--- src/rtl/hebbian_weight_writer.sv ---
// Hebbian trainer: collects bipolar patterns from a serial bit stream, then streams
// the zero-diagonal outer-product weight matrix out row-major as Q(DATA_W-FRAC_W).FRAC_W words.
module hebbian_weight_writer #(
    parameter int NEURONS      = 25,
    parameter int MAX_PATTERNS = 4,
    parameter int DATA_W       = 16,
    parameter int FRAC_W       = 8,
    parameter int ADDR_W       = 10,
    localparam int CNT_W       = $clog2(MAX_PATTERNS + 1)
) (
    input  logic              clk,
    input  logic              rst,
    input  logic              clear,
    input  logic              pat_bit,
    input  logic              pat_valid,
    output logic              pat_ready,
    input  logic              train_start,
    output logic [ADDR_W-1:0] w_addr,
    output logic [DATA_W-1:0] w_data,
    output logic              w_we,
    input  logic              w_ready,
    output logic              busy,
    output logic              done,
    output logic [CNT_W-1:0]  pat_count
);

    localparam int ELEM_W    = $clog2(NEURONS);
    localparam int IDX_W     = (MAX_PATTERNS > 1) ? $clog2(MAX_PATTERNS) : 1;
    localparam int LAST_ADDR = NEURONS * NEURONS - 1;
    localparam logic signed [DATA_W-1:0] ONE = 1;

    typedef enum logic {LOAD, GEN} state_t;

    state_t              state;
    state_t              state_next;
    logic                start_gen;
    logic                finish_gen;
    logic                accept_bit;
    logic                advance;
    logic [ELEM_W-1:0]   elem;
    logic [ELEM_W-1:0]   row;
    logic [ELEM_W-1:0]   col;
    logic [ELEM_W-1:0]   next_row;
    logic [ELEM_W-1:0]   next_col;
    logic signed [DATA_W-1:0] acc;
    logic [DATA_W-1:0]   next_weight;
    logic [NEURONS-1:0]  store [MAX_PATTERNS];

    always_ff @(posedge clk or negedge rst) begin
        if (!rst) state <= LOAD;
        else      state <= state_next;
    end

    always_comb begin
        state_next = state;
        start_gen  = 1'b0;
        finish_gen = 1'b0;
        case (state)
            LOAD: if (train_start) begin
                state_next = GEN;
                start_gen  = 1'b1;
            end
            GEN: if (w_ready && w_addr == ADDR_W'(LAST_ADDR)) begin
                state_next = LOAD;
                finish_gen = 1'b1;
            end
            default: state_next = LOAD;
        endcase
    end

    assign w_we       = (state == GEN);
    assign busy       = (state == GEN);
    assign pat_ready  = (state == LOAD) && (pat_count < CNT_W'(MAX_PATTERNS));
    // train_start and clear take precedence over a bit offered in the same cycle
    assign accept_bit = pat_valid && pat_ready && !train_start && !clear;
    assign advance    = (state == GEN) && w_ready && !finish_gen;

    always_comb begin
        next_row = row;
        next_col = col;
        if (start_gen) begin
            next_row = '0;
            next_col = '0;
        end else if (col == ELEM_W'(NEURONS - 1)) begin
            next_row = row + ELEM_W'(1);
            next_col = '0;
        end else begin
            next_col = col + ELEM_W'(1);
        end
    end

    // Agreement between the two elements contributes +1, disagreement -1.
    always_comb begin
        acc = '0;
        for (int p = 0; p < MAX_PATTERNS; p++) begin
            if (CNT_W'(p) < pat_count)
                acc = (store[p][next_row] == store[p][next_col]) ? acc + ONE : acc - ONE;
        end
        next_weight = (next_row == next_col) ? '0 : DATA_W'(acc <<< FRAC_W);
    end

    always_ff @(posedge clk or negedge rst) begin
        if (!rst) begin
            elem      <= '0;
            pat_count <= '0;
            row       <= '0;
            col       <= '0;
            w_addr    <= '0;
            w_data    <= '0;
            done      <= 1'b0;
            for (int p = 0; p < MAX_PATTERNS; p++) store[p] <= '0;
        end else begin
            done <= finish_gen;
            if (state == LOAD) begin
                if (clear) begin
                    pat_count <= '0;
                    elem      <= '0;
                end else if (train_start) begin
                    elem <= '0;
                end else if (accept_bit) begin
                    store[pat_count[IDX_W-1:0]][elem] <= pat_bit;
                    if (elem == ELEM_W'(NEURONS - 1)) begin
                        elem      <= '0;
                        pat_count <= pat_count + CNT_W'(1);
                    end else begin
                        elem <= elem + ELEM_W'(1);
                    end
                end
            end
            if (start_gen || advance) begin
                row    <= next_row;
                col    <= next_col;
                w_data <= next_weight;
                w_addr <= start_gen ? '0 : w_addr + ADDR_W'(1);
            end else if (finish_gen) begin
                row    <= '0;
                col    <= '0;
                w_addr <= '0;
                w_data <= '0;
            end
        end
    end

endmodule

--- config.mk ---
export PLATFORM = sky130hd
export DESIGN_NAME = hebbian_weight_writer
export DESIGN_NICKNAME = d
export VERILOG_FILES = /design/src/rtl/hebbian_weight_writer.sv
export SDC_FILE = /design/constraint.sdc
export NUM_CORES = 1
export LEC_CHECK = 0
export ABC_AREA = 1
export BUFFER_PORTS_ARGS = -buffer_cell sky130_fd_sc_hd__buf_2
export CORE_MARGIN = 5
export CORE_UTILIZATION = 63
export CTS_CLUSTER_SIZE = 40
export DETAILED_ROUTE_END_ITERATION = 16
export PLACE_DENSITY = 0.79
export SETUP_SLACK_MARGIN = 0.05
export SLEW_MARGIN = 0
export SYNTH_ARGS = -nofsm -noshare
export SYNTH_HDL_FRONTEND = slang
export SYNTH_SLANG_ARGS = --single-unit
--- constraint.sdc ---
create_clock -name clk -period 7 [get_ports clk]
set_clock_uncertainty 0.1 [all_clocks]
set_input_delay 0 -clock clk [delete_from_list [all_inputs] [get_ports clk]]
set_output_delay 0 -clock clk [all_outputs]
set_load 0.02 [all_outputs]
==> results.md <==
* 2 — largest buffer count on any clock path
* 0 — final number of max-transition violations
* 6 — number of iterations in the first detailed-routing pass
* yes — TritonCTS clock tree
* 1376 — Placed Instances
* 0.381 — sequential element share of the synthesized area
* primary input to asynchronous set/reset pin — class of the tightest hold or removal check
* 10.7% — synthesis-to-finish area growth
* 17 — Num CTS Buffers
* 40 — I/O pins
* 158 MHz — maximum frequency from static timing analysis
* 8462 — vias in the first global route
* 0.381 — Yosys top cell area share
* 0.0140 mm2 — Core ar.
* 6.55 ns — CP Data Arrival Time
* sky130_fd_sc_hd__clkbuf_16 — Root Buffer
* 21 — largest fanout on the critical path
* 0 — EDFF count, synth
* 7.45 um2 — average size of a mapped cell
* 0.06 ns — clock transition at the register clock pins on the worst setup and hold paths after CTS
* 1260 — Final #Nets
* negative hold slack — violations in the final reports
* 130 um — width of the die
* finished, violations left — outcome
* sky130_fd_sc_hd__dfrtp_1 — most common flop cell mapped by yosys
* 0.198 — worst rel slew slack
* 138 — sinks on the clock net
* 1417 — post-route insts no fill
* 9100 — via count
* 1146 — filler cell count in the final layout
* -0.0115 ns — Post-Route Hold Slack
* 138 — total of flip-flops plus latches after synthesis
* 0 — number of warnings reported in the yosys synthesis log
* 6.32 ns — post-layout minimum cycle time
* sky130_fd_sc_hd__nand2_1 — Worst path most repeated cell
* 1217 — Cells after Synth
* 0 — Final ANT Viol Nets
* sky130_fd_sc_hd__dfrtp_1 — cell type contributing the most total cell area after synthesis
* 0.68 ns — reg2reg setup slack
* 0 — diodes inserted
* 0 — global route total overflow
* flip-flop to flip-flop — kind of critical path
* sky130_fd_sc_hd__dfrtp_1, sky130_fd_sc_hd__a21oi_1, sky130_fd_sc_hd__nand3_1, sky130_fd_sc_hd__nand2_1, sky130_fd_sc_hd__a31oi_1 — cells taking the most area after synthesis
* 0.45 ns — CP peak stage delay
* 0.429 ns — pre-CTS setup slack
* 1.00 — share of flip-flops with an asynchronous set or reset
* sky130_fd_sc_hd__fa_1 — Slowest cell on crit path
* 27.4 mm — Detailed Route WL
* 1.20 ns — worst slew pin tran
* 0.677 ns — setup slack after layout
* no — RSZ-0062 raised after global routing
* 0 — # DRC
* 6.42 — detailed-route vias per instance
* 0 — number of failing setup endpoints in the final timing report
* 4 — maximum level of the CTS H-tree
* 9 — final hold vios
* flip-flop — Critical Path End Type
* 0 ns — aggregate negative setup slack
* 19.3 um — average wire per cell in the routed design
* 0.648 — initial standard-cell utilization of the core
* 18.6 mm — half-perimeter wire length of the detailed placement result
* 44.9 mm — global-route wire length before repair
* 0.105 — layout cell share with drive strength beyond 1
* flip-flop — crit start category
* 0.00907 mm2 — post-synthesis cell area
* 0.903 — share of the cycle needed by the critical path after routing
* 0.990 — GPL Wtd Cong
* 31 — count of buffers inserted at the top-level ports
* 0.44 ns — clock latency at the later pin of the worst-skew pair
* 130 um — Die Span Y
* 0 — max_cap viols
* 0.0169 mm2 — area of the die
* 100 — pin count of the biggest net entering global routing
* 0.338 — gr usage total
* 45 — number of distinct standard cells referenced by the synthesized netlist
* 7.22 ns — critical path data required time
* 43 — Rows
* 1048 — number of DRC markers after the initial detailed-route iteration
* 0 — antenna violations before repair
worst max-delay path: cells and delay by family, from the launching register on:
kind / cells / cell delay, ns
AOI/OAI and AO/OA: 11 / 1.74
xor gates and xnor gates: 1 / 0.16
adders and majority gates: 5 / 1.66
buffers and inverters: 7 / 0.79
DFF: 1 / 0.41
and+or+nand+nor: 13 / 1.33
final cells by class:
| type | count | area [um2] | area share |
|---|---|---|---|
| Timing Repair Buffer | 62 | 435 | 0.0434 |
| Tap cell | 180 | 225 | 0.0224 |
| Inverter | 156 | 589 | 0.0587 |
| Multi-Input combinational cell | 850 | 4720 | 0.470 |
| Clock buffer | 19 | 443 | 0.0441 |
| Sequential cell | 138 | 3450 | 0.344 |
| Clock inverter | 12 | 173 | 0.0172 |
registers in the layout, indices dropped and copies added (netlist names):
signal and cells:
busy 1, col 5, done 1, elem 5, pat_count 3, row 5, store 100, w_addr 10
w_data 8
cell families after synthesis:
| logic type | synth area share |
|---|---|
| buffers and inverters | 0.109 |
| other | 0.000413 |
| adder cells (fa/ha/maj) | 0.0436 |
| AO/OA/AOI/OAI | 0.230 |
| XOR/XNOR | 0.0135 |
| AND/OR/NAND/NOR | 0.222 |
| flip-flops | 0.381 |
layout by cell type (no fill, tap or decap), types with 5 or more instances in the layout:
cell type and n:
sky130_fd_sc_hd__nand4_1 29, sky130_fd_sc_hd__nand2_2 8, sky130_fd_sc_hd__a21oi_1 154, sky130_fd_sc_hd__dlygate4sd3_1 5
sky130_fd_sc_hd__o2111ai_1 12, sky130_fd_sc_hd__ha_1 22, sky130_fd_sc_hd__o21ai_0 60, sky130_fd_sc_hd__nand2_1 169
sky130_fd_sc_hd__nand3_1 132, sky130_fd_sc_hd__xor2_1 11, sky130_fd_sc_hd__a31oi_1 94, sky130_fd_sc_hd__conb_1 8
sky130_fd_sc_hd__fa_1 6, sky130_fd_sc_hd__o211ai_1 16, sky130_fd_sc_hd__inv_2 10, sky130_fd_sc_hd__dfrtp_1 138
sky130_fd_sc_hd__nor2_1 65, sky130_fd_sc_hd__buf_2 30, sky130_fd_sc_hd__clkbuf_16 17, sky130_fd_sc_hd__o22ai_1 11
sky130_fd_sc_hd__o21ai_1 5, sky130_fd_sc_hd__or2_2 6, sky130_fd_sc_hd__inv_1 144, sky130_fd_sc_hd__buf_4 23
sky130_fd_sc_hd__nor3_1 6
Yosys cell counts, types with 2 or more instances:
| library cell | number |
|---|---|
| sky130_fd_sc_hd__a21oi_1 | 154 |
| sky130_fd_sc_hd__a31oi_1 | 94 |
| sky130_fd_sc_hd__a32o_1 | 3 |
| sky130_fd_sc_hd__a32oi_1 | 2 |
| sky130_fd_sc_hd__buf_1 | 2 |
| sky130_fd_sc_hd__buf_2 | 19 |
| sky130_fd_sc_hd__buf_4 | 20 |
| sky130_fd_sc_hd__clkbuf_1 | 38 |
| sky130_fd_sc_hd__dfrtp_1 | 138 |
| sky130_fd_sc_hd__fa_1 | 6 |
| sky130_fd_sc_hd__ha_1 | 22 |
| sky130_fd_sc_hd__inv_1 | 146 |
| sky130_fd_sc_hd__inv_2 | 9 |
| sky130_fd_sc_hd__nand2_1 | 171 |
| sky130_fd_sc_hd__nand2_2 | 7 |
| sky130_fd_sc_hd__nand2_4 | 2 |
| sky130_fd_sc_hd__nand3_1 | 134 |
| sky130_fd_sc_hd__nand3_2 | 3 |
| sky130_fd_sc_hd__nand4_1 | 29 |
| sky130_fd_sc_hd__nor2_1 | 66 |
| sky130_fd_sc_hd__nor2_4 | 3 |
| sky130_fd_sc_hd__nor3_1 | 6 |
| sky130_fd_sc_hd__nor3_4 | 2 |
| sky130_fd_sc_hd__nor4_1 | 2 |
| sky130_fd_sc_hd__o2111ai_1 | 12 |
| sky130_fd_sc_hd__o211ai_1 | 16 |
| sky130_fd_sc_hd__o21a_1 | 2 |
| sky130_fd_sc_hd__o21ai_0 | 60 |
| sky130_fd_sc_hd__o21ai_1 | 5 |
| sky130_fd_sc_hd__o22ai_1 | 11 |
| sky130_fd_sc_hd__o31ai_1 | 2 |
| sky130_fd_sc_hd__or2_2 | 6 |
| sky130_fd_sc_hd__xnor2_1 | 2 |
| sky130_fd_sc_hd__xor2_1 | 12 |
metal layers:
metal	vias to the layer above	routed length, um	GRT usage
li1	4225	-	-
met1	4290	11500	0.467
met2	503	12500	0.527
met3	82	2340	0.0643
met4	0	1040	0.144
met5	-	0	0
worst paths after layout:
path / endpoint / from / cells after the start
min reg2reg: w_data[13]$_DFFE_PN0P_ / w_data[13]$_DFFE_PN0P_ / 2
max: w_data[15]$_DFFE_PN0P_ / col[1]$_DFFE_PN0P_ / 37
min in group clk: pat_count[2]$_DFFE_PN0P_ / pat_valid / 5
min: store[89]$_DFFE_PN0P_ / rst / 2
max in group asynchronous: w_data[12]$_DFFE_PN0P_ / rst / 3
max reg2reg: w_data[15]$_DFFE_PN0P_ / col[1]$_DFFE_PN0P_ / 37
metrics by stage:
stage          hold slack, ns   util  area (um2)
2_1_floorplan          -0.396      -        9100
3_3_place_gp           -0.102  0.661        9250
3_5_place_dp           -0.101  0.661        9250
4_1_cts                0.0168  0.709        9910
5_1_grt                0.0644  0.717       10000
6_report              -0.0115  0.717       10000
timing repair:
item	4_1_cts	5_1_grt
hold endpoints to repair	68	0
resized for setup	0	15
setup buffers	0	5
hold buffers	5	0
setup endpoints to repair	0	4
Power is left out: the tool's default activity adds up to more than one toggle a clock period on the data nets, which glitch-free logic cannot reach.
